### config.mk
export PLATFORM = sky130hd
export DESIGN_NAME = clusterv_mem_ctrl_nbank
export DESIGN_NICKNAME = d
export VERILOG_FILES = /design/src/rtl/clusterv_mem_ctrl_pkg.sv /design/src/rtl/clusterv_mem_ctrl_bank_dec.sv /design/src/rtl/clusterv_mem_ctrl_nbank.sv
export SDC_FILE = /design/constraint.sdc
export NUM_CORES = 1
export LEC_CHECK = 0
export CAP_MARGIN = 10
export CORE_AREA = 2 2 109 111
export DETAILED_ROUTE_END_ITERATION = 16
export DIE_AREA = 0 0 111 113
export GPL_TIMING_DRIVEN = 0
export PLACE_DENSITY = 0.79
export SYNTH_ARGS = -nofsm -noshare
export SYNTH_HDL_FRONTEND = slang
export SYNTH_SLANG_ARGS = --single-unit
### constraint.sdc
create_clock -name clock -period 1.1 [get_ports clock]
set_input_delay 0.11 -clock clock [delete_from_list [all_inputs] [get_ports clock]]
set_output_delay 0.11 -clock clock [all_outputs]
set_load 0.005 [all_outputs]
### src/rtl/clusterv_mem_ctrl_pkg.sv
// Shared types for the clusterv banked SRAM controller: FSM states and bank index width.
package clusterv_mem_ctrl_pkg;

  localparam int BANK_IDX_W = 3;

  typedef logic [BANK_IDX_W-1:0] bank_idx_t;

  typedef enum logic [2:0] {
    IDLE    = 3'd0,
    WR_ACK  = 3'd1,
    RD_WAIT = 3'd2,
    RD_ACK  = 3'd3,
    ERR_ACK = 3'd4
  } state_e;

  // True for the single-cycle response states that always fall back to IDLE.
  function automatic logic is_resp_state(input state_e st);
    return (st == WR_ACK) || (st == RD_ACK) || (st == ERR_ACK);
  endfunction

endpackage

### src/rtl/clusterv_mem_ctrl_bank_dec.sv
// Wishbone byte address -> (bank, word, in_range) decode.
// With CLUSTERV_MEMC_RANGE_ERR_EN out-of-range banks are flagged; otherwise the bank wraps modulo NUM_BANKS.
module clusterv_mem_ctrl_bank_dec
  import clusterv_mem_ctrl_pkg::*;
#(
  parameter int NUM_BANKS   = 4,
  parameter int BANK_ADDR_W = 9
) (
  input  logic [31:0]            t_adr,
  output bank_idx_t              bank,
  output logic [BANK_ADDR_W-1:0] word,
  output logic                   in_range
);

  localparam int BANK_LSB = 2 + BANK_ADDR_W;

  bank_idx_t bank_raw_s;
  logic      unused_adr_s;

  assign word         = t_adr[2 +: BANK_ADDR_W];
  assign bank_raw_s   = t_adr[BANK_LSB +: BANK_IDX_W];
  assign unused_adr_s = ^{t_adr[31:BANK_LSB+BANK_IDX_W], t_adr[1:0]};

`ifdef CLUSTERV_MEMC_RANGE_ERR_EN
  assign bank     = bank_raw_s;
  assign in_range = ({1'b0, bank_raw_s} < 4'(NUM_BANKS));
`else
  // Every bank index is legal once folded onto the populated banks.
  assign bank     = bank_idx_t'({1'b0, bank_raw_s} % 4'(NUM_BANKS));
  assign in_range = 1'b1;
`endif

endmodule

### src/rtl/clusterv_mem_ctrl_nbank.sv
// Wishbone slave fronting NUM_BANKS single-port SRAM macros: write ack in N+1, read ack in N+2.
// Optional CLUSTERV_MEMC_RANGE_ERR_EN turns accesses to unpopulated banks into t_err responses.
module clusterv_mem_ctrl_nbank
  import clusterv_mem_ctrl_pkg::*;
#(
  parameter int NUM_BANKS   = 4,
  parameter int BANK_ADDR_W = 9
) (
  input  logic                    clock,
  input  logic                    reset,
  input  logic [31:0]             t_adr,
  input  logic [31:0]             t_dat_w,
  output logic [31:0]             t_dat_r,
  input  logic                    t_cyc,
  input  logic                    t_stb,
  input  logic                    t_we,
  input  logic [3:0]              t_sel,
  output logic                    t_ack,
  output logic                    t_err,
  output logic [NUM_BANKS-1:0]    sram_csb,
  output logic                    sram_web,
  output logic [3:0]              sram_wmask,
  output logic [BANK_ADDR_W-1:0]  sram_addr,
  output logic [31:0]             sram_din,
  input  logic [32*NUM_BANKS-1:0] sram_dout
);

  state_e                  state_q, state_d;
  bank_idx_t               rd_bank_q, rd_bank_d;
  logic                    ack_q, ack_d;
  logic [31:0]             dat_r_q, dat_r_d;

  bank_idx_t               dec_bank_s;
  logic [BANK_ADDR_W-1:0]  dec_word_s;
  logic                    dec_in_range_s;
  logic                    req_s;
  logic [NUM_BANKS-1:0]    bank_sel_s;
  logic [NUM_BANKS-1:0]    csb_s;
  logic                    web_s;
  logic [31:0]             rd_mux_s;

`ifdef CLUSTERV_MEMC_RANGE_ERR_EN
  logic                    err_q, err_d;
`endif

  clusterv_mem_ctrl_bank_dec #(
    .NUM_BANKS   (NUM_BANKS),
    .BANK_ADDR_W (BANK_ADDR_W)
  ) u_bank_dec (
    .t_adr    (t_adr),
    .bank     (dec_bank_s),
    .word     (dec_word_s),
    .in_range (dec_in_range_s)
  );

  // Gating with reset keeps every chip select high for the whole time reset is low.
  assign req_s = t_cyc & t_stb & reset;

  // One-hot bank select and AND-OR read-data mux on the captured read bank.
  always_comb begin
    bank_sel_s = {NUM_BANKS{1'b0}};
    rd_mux_s   = 32'd0;
    for (int k = 0; k < NUM_BANKS; k++) begin
      bank_sel_s[k] = (dec_bank_s == bank_idx_t'(k));
      rd_mux_s      = rd_mux_s | ({32{rd_bank_q == bank_idx_t'(k)}} & sram_dout[32*k +: 32]);
    end
  end

  // Next-state, SRAM strobes and response generation.
  always_comb begin
    state_d   = state_q;
    rd_bank_d = rd_bank_q;
    ack_d     = 1'b0;
    dat_r_d   = dat_r_q;
    csb_s     = {NUM_BANKS{1'b1}};
    web_s     = 1'b1;
`ifdef CLUSTERV_MEMC_RANGE_ERR_EN
    err_d     = 1'b0;
`endif
    case (state_q)
      IDLE: begin
        if (req_s && dec_in_range_s) begin
          csb_s     = ~bank_sel_s;
          web_s     = ~t_we;
          rd_bank_d = dec_bank_s;
          if (t_we) begin
            state_d = WR_ACK;
            ack_d   = 1'b1;
          end else begin
            state_d = RD_WAIT;
          end
        end else if (req_s) begin
`ifdef CLUSTERV_MEMC_RANGE_ERR_EN
          state_d = ERR_ACK;
          err_d   = 1'b1;
`else
          state_d = IDLE;
`endif
        end else begin
          state_d = IDLE;
        end
      end
      // SRAM data is valid this cycle; the access completes even if t_cyc dropped.
      RD_WAIT: begin
        dat_r_d = rd_mux_s;
        ack_d   = 1'b1;
        state_d = RD_ACK;
      end
      WR_ACK, RD_ACK, ERR_ACK: begin
        state_d = is_resp_state(state_q) ? IDLE : state_q;
      end
      default: begin
        state_d = IDLE;
      end
    endcase
  end

  // State and response registers.
  always_ff @(posedge clock or negedge reset) begin
    if (!reset) begin
      state_q   <= IDLE;
      rd_bank_q <= {BANK_IDX_W{1'b0}};
      ack_q     <= 1'b0;
      dat_r_q   <= 32'd0;
`ifdef CLUSTERV_MEMC_RANGE_ERR_EN
      err_q     <= 1'b0;
`endif
    end else begin
      state_q   <= state_d;
      rd_bank_q <= rd_bank_d;
      ack_q     <= ack_d;
      dat_r_q   <= dat_r_d;
`ifdef CLUSTERV_MEMC_RANGE_ERR_EN
      err_q     <= err_d;
`endif
    end
  end

  assign t_ack      = ack_q;
  assign t_dat_r    = dat_r_q;
`ifdef CLUSTERV_MEMC_RANGE_ERR_EN
  assign t_err      = err_q;
`else
  assign t_err      = 1'b0;
`endif
  assign sram_csb   = csb_s;
  assign sram_web   = web_s;
  assign sram_wmask = t_sel;
  assign sram_addr  = dec_word_s;
  assign sram_din   = t_dat_w;

endmodule

==> results.md, run 1 <==
* Layout cells sized above 1 at 30.3%
* Worst Tran Pin Value at around 0.50 ns
* TritonCTS Buffers at 5
* Grt peak-use layer: met2
* Clock root buffer: clkbuf_16
* Initial Utilization at roughly 23%
* Die footprint at 12,500 um^2
* CP Class: reg2out
* Vias per cell at 4.41
* Area of the core at around 11,000 um^2
* Synth area leaders: dfrtp_1 35%, mux2i_1 25%, buf_4 14%
* CP Capture Type: output port
* # diodes at 0
* Clk sinks at 36
* Reg2reg end: t_dat_r[9]
* Post-synth net total at approximately 450
* Synthesized area at 2590 um^2
* Clk Latency, worst-skew pair at ~0.28 ns
* CP Launch Type: register
* Met1 usage at between 15 and 20%
* Final nets at ~700
* Final global-route overflow total at 0
* DR DRC count at 0
* Met2 GRT Util at between 20% and 30%
* Initial DRC count at 50
* Worst R2R Path Depth at 7
* Clock Tree Buf Depth at 2
* Rel. slew slack at between 60% and 70%
* GRT Util Overall at 15.9%
* Tcrit/Tclk final at 142%
* HP Class: in2async
* Hold Slack at -0.192 ns
* Area share of the largest cell type after synthesis at 34.7%
* Post-DRT Antenna Nets at 0
* Total wire length at roughly 10,000 um
* Slew Viols, Final at 0
* Post-synth top area cell: dfrtp_1
* Max-Cap Viols at 0
* Final setup fails at 42
* PortBufs at 217
* RSZ-0062 raised after global routing: yes
* Vias at 2,826
* Syn_area_per_cell at between 10 and 15 um^2
* Vert. Die Dim at 113 um
* Setup tns final at -11.67 ns
* Average wire per standard cell at between 15 and 20 um
* Final worst setup slack at -0.467 ns
* CTS tree: done
* FP Rows at 39
* CTS H-tree depth at 2
* GPL Wtd Cong at 0.802
* Fillcell total at around 1,000
* Sequential share of the synthesized area at between 30% and 40%
* Worst Clk Skew at about 0.0048 ns
* Status: finished with violations
* Largest net degree at the start of global routing at 39
* Die W at 111 um
* Hold Fails Final Rpt at 36
* Design area at 5830 um^2
* Netlist cell types at 21
* Worst reg2reg startpoint: t_ack
* Pleak at roughly 0.0026 uW
* Reg-to-reg setup timing slack at -0.31 ns
* Met3 usage at under 10%
* Worst vdd ir at 0.964 mV
* Crit path from: state_q[1]
* Post-place instance area at 4960 um^2
* Clock transition at the registers of the reported paths at 0.06 ns
* Crit-path max FO at 3
* Antenna violations before repair at 0
* Gate Count Post-Synth at 244
* Crit path DAT at about 1.5 ns
* Vias in the first global route at roughly 3,000
* Yosys warnings at 0
* Minimum clock period at 1.57 ns
* I/O pin total at 285
* #FFs+latches synth at 36
* Layout area overhead at 125%
* TritonRoute pass-1 iters at 4
* PD cells at ~2000 nW/um^2
* Fmax at between 0.6 and 0.7 GHz
* First-pass GRT wire length at about 16,000 um
* Failing checks: hold timing, setup timing
* Worst Path Required at a little under 1 ns
* Hpwl dp at roughly 7700 um
## power breakdown
part	total (uW)	internal [uW]	leakage [uW]	switching (uW)
sequential	2360	1990	0.000446	363
combinational	7810	4590	0.00210	3220
clock	1430	904	0.0000712	528
## cell usage after synthesis, drive strengths merged
cell type	number
buf	63
conb	1
o221ai	32
or3	1
o21ai	1
nand2b	2
mux2i	64
a21o	1
dfrtp	36
nand3b	2
nand3	1
and4	1
nand4	1
nor2	1
nand2	34
nor2b	1
mux2	2
## sequential cells by signal (all words and copies together) (netlist names)
name / count
t_dat_r: 32
rd_bank_q: 2
state_q: 1
t_ack: 1
## critical path, cell delays in order (launching register included)
cell	delay, ns
dfrtp_1	0.41
nor2_2	0.14
nand4_1	0.13
or3_4	0.38
buf_6	0.12
## through the flow
| stage | hold slack, ns | setup WS, ns | power (uW) | util, % | std cells |
|---|---|---|---|---|---|
| after floorplan | -0.186 | -0.0334 | 5640 | - | 244 |
| after global placement | 0.468 | -2.18 | 8260 | 44.1 | 604 |
| after detailed placement | 0.276 | -1.01 | 8380 | 44.0 | 604 |
| after CTS | -0.184 | -0.461 | 11300 | 50.1 | 635 |
| after global routing | -0.156 | -0.543 | 12400 | 51.7 | 641 |
| final | -0.192 | -0.467 | 11600 | 51.7 | 641 |
## cell families after synthesis
group,after synthesis,share of synthesized area (%)
multiplexers,66,25.6
buffers and inverters,63,18.1
AND/OR/NAND/NOR,44,7.76
flip-flops,36,34.7
AO/OA/AOI/OAI,34,13.7
other,1,0.145
## routing by layer
metal	part of all wire, %	vias up
met2	52	170
met3	8.9	6
met1	38	1296
met5	0	-
li1	-	1354
met4	0.75	0
## worst max path at each step
stage	endpoint	cells past startpoint
final	sram_csb[0]	4
after global routing	sram_csb[0]	4
after detailed placement	sram_csb[0]	4
after floorplan	sram_csb[0]	3
after global placement	sram_csb[0]	4
after CTS	sram_csb[0]	4
## area by class of cell
class | count | area [um^2] | area share [%]
multi-input cells | 145 | 1450 | 24.8
well taps | 143 | 179 | 3.07
plain buffers | 62 | 574 | 9.86
repair buffers | 247 | 2580 | 44.3
clock buffers | 8 | 146 | 2.51
flip-flops and latches | 36 | 901 | 15.5
## cells in the final DEF (no fill, tap or decap), types with 2 or more instances in the layout
cell type,netlist,final
buf_12,0,7
dlygate4sd2_1,0,32
buf_6,6,18
dfrtp_1,36,36
nand2_1,33,30
o221ai_2,10,31
mux2i_1,64,61
buf_16,0,5
mux2_4,0,2
clkdlybuf4s50_1,0,178
nand2_2,1,3
buf_4,47,55
nand3b_1,2,2
mux2i_4,0,2
buf_8,0,8
clkbuf_1,0,2
buf_2,10,4
clkbuf_16,0,6
## repair_timing
item	CTS	global route
buffers inserted	17	8
endpoints found under the setup margin	74	42
gates resized for setup	125	20
pin swaps	6	27
endpoints found under the hold margin	36	36
gates cloned	6	1
Note: power is estimated with default switching activity, not from simulation.
==> run 2: changes to the inputs <==
--- a/config.mk
+++ b/config.mk
@@ -11,6 +11,7 @@
 export DIE_AREA = 0 0 111 113
 export GPL_TIMING_DRIVEN = 0
 export PLACE_DENSITY = 0.79
+export SKIP_LAST_GASP = 1
 export SYNTH_ARGS = -nofsm -noshare
 export SYNTH_HDL_FRONTEND = slang
 export SYNTH_SLANG_ARGS = --single-unit
==> results.md, run 2 (synthesized netlist as in run 1, its figures left out) <==
* Vert. Die Dim at 113 um (unchanged)
* PortBufs at 217 (unchanged)
* Final nets at 697 (-0.14%)
* GPL Wtd Cong at 0.802 (unchanged)
* Layout area overhead at 122%
* Clk sinks at 36 (unchanged)
* Crit path from: state_q[1]
* Die W at 111 um (unchanged)
* DRT met1 WL at 3960 um (-0.50%)
* Commonest non-fill, non-tap cells in the layout: 178 x clkdlybuf4s50_1, 61 x mux2i_1, 56 x buf_4, 36 x dfrtp_1, 32 x dlygate4sd2_1
* Max-Cap Viols at 0 (unchanged)
* # diodes at 0 (unchanged)
* Antenna violations before repair at 0 (unchanged)
* Setup tns final at -12.17 ns (-0.503 ns)
* Worst reg2reg startpoint: t_ack
* Hold Fails Final Rpt at 36 (unchanged)
* Hpwl dp at 7650 um (unchanged)
* Minimum clock period at 1.57 ns (+0.000489 ns)
* Reg2reg end: t_dat_r[0]
* PD cells at 1980 nW/um^2 (-0.43%)
* CTS H-tree depth at 2 (unchanged)
* Total wire length at 10,200 um (-1.4%)
* Crit-path max FO at 3 (unchanged)
* Final Core Density at 51.2% (-0.50 points)
* Status: finished with violations
* Vias per cell at 4.42 (+0.33%)
* Final worst setup slack at -0.467 ns (-0.000489 ns)
* Commonest non-fill, non-tap cell in the layout: clkdlybuf4s50_1
* HP Class: in2async
* Post-place instance area at 4960 um^2 (unchanged)
* Area of the core at 11,300 um^2 (unchanged)
* DR DRC count at 0 (unchanged)
* Worst Path Required at 0.99 ns (about the same)
* Design area at 5770 um^2 (-0.97%)
* Post-DRT Antenna Nets at 0 (unchanged)
* Fmax at 0.638 GHz (about the same)
* Die footprint at 12,500 um^2 (unchanged)
* Vias in the first global route at 3,004 (-0.36%)
* Pre-CTS WS at -1.01 ns (unchanged)
* CTS tree: done
* DR top layer: met4
* RSZ-0062 raised after global routing: yes
* Final setup fails at 42 (unchanged)
* Max reg flops at 32 (unchanged)
* Clk Latency, worst-skew pair at 0.28 ns (about the same)
* Initial Utilization at 23.0% (unchanged)
* Met3 routed WL at 910 um (-1.3%)
* First-pass GRT wire length at 15,800 um (-0.57%)
* Fillcell total at 998 (+0.20%)
* Worst Tran Pin Value at 0.509 ns (+0.00438 ns)
* CP Launch Type: register
* TritonRoute pass-1 iters at 4 (unchanged)
* Largest net degree at the start of global routing at 39 (unchanged)
* Rel. slew slack at 66.1% (-0.29 points)
* Tcrit/Tclk final at 142% (about the same)
* GRT Util Overall at 15.9% (-0.080 points)
* Worst R2R Path Depth at 7 (unchanged)
* Clock Tree Buf Depth at 2 (unchanged)
* Vias at 2,831 (+0.18%)
* Reg-to-reg setup timing slack at -0.34 ns (-0.03 ns)
* Hold Slack at -0.194 ns (-0.00192 ns)
* Initial DRC count at 65 (+30%)
* Slew Viols, Final at 0 (unchanged)
* I/O pin total at 285 (unchanged)
* CP Class: reg2out
* Failing checks: hold timing, setup timing
* FP Rows at 39 (unchanged)
* Pleak at 0.00259 uW (-1.0%)
* Clock transition at the registers of the reported paths at 0.06 ns (about the same)
* Layout cells sized above 1 at 30.2% (-0.14 points)
* Crit path DAT at 1.46 ns (about the same)
* Worst vdd ir at 0.892 mV (-7.4%)
* CP Capture Type: output port
* Clock root buffer: clkbuf_16
* Overall power at 11,400 uW (-1.4%)
* Worst Clk Skew at 0.00581 ns (+0.00105 ns)
* Critical path destination: sram_csb[0]
* Met2 wire length at 5300 um (-2.0%)
* TritonCTS Buffers at 5 (unchanged)
* Final global-route overflow total at 0 (unchanged)
* Average wire per standard cell at 16.0 um (-1.2%)
-- run 2: changes by cell type in the layout (fill, tap and decap cells not counted), sizes merged --
cell and delta:
clkbuf -1
-- run 2: where the power goes --
| group | internal (uW) | switching [uW] |
|---|---|---|
| Clock | 904 | 534 |
| Sequential | 1990 | 362 |
| Combinational | 4480 | 3170 |
-- run 2: final cells by class --
class                   count  area, um^2  share of cell area [%]
repair buffers            247        2550                    44.1
multi-input cells         145        1440                    24.9
flip-flops and latches     36         901                    15.6
plain buffers              61         559                    9.69
well taps                 143         179                    3.10
clock buffers               8         146                    2.54
-- run 2: how the worst min path moves through the flow --
stage,slack (ns),from,endpoint
after floorplan,-0.19,reset,rd_bank_q[0]
after global placement,0.47,t_dat_r[13],t_dat_r[13]
after detailed placement,0.28,reset,t_ack
after CTS,-0.18,reset,t_ack
after global routing,-0.16,reset,state_q[1]
final,-0.19,reset,t_ack
-- run 2: per-stage QoR --
stage / hold WS, ns / instances
final: -0.194 / 640
after global routing: -0.156 / 640
after CTS: -0.184 / 635
after detailed placement: 0.276 / 604
after global placement: 0.468 / 604
after floorplan: -0.186 / 244
-- run 2: layer usage --
layer,global-route usage (%),up-vias
li1,-,1353
met4,4.00,0
met1,17.8,1304
met5,0,-
met2,29.5,167
met3,4.66,7
-- run 2: worst max-delay path, stage by stage (launching register included) --
cell     delay (ns)
dfrtp_1        0.41
nor2_2         0.14
nand4_1        0.13
or3_4          0.38
buf_6          0.12
-- run 2: what timing repair did --
| action | 4_1_cts | 5_1_grt |
|---|---|---|
| pin swaps | 6 | 28 |
| gates resized for setup | 120 | 25 |
| endpoints found under the setup margin | 74 | 42 |
| endpoints found under the hold margin | 36 | 36 |
| setup buffers | 17 | 12 |
| cloned | 6 | 0 |
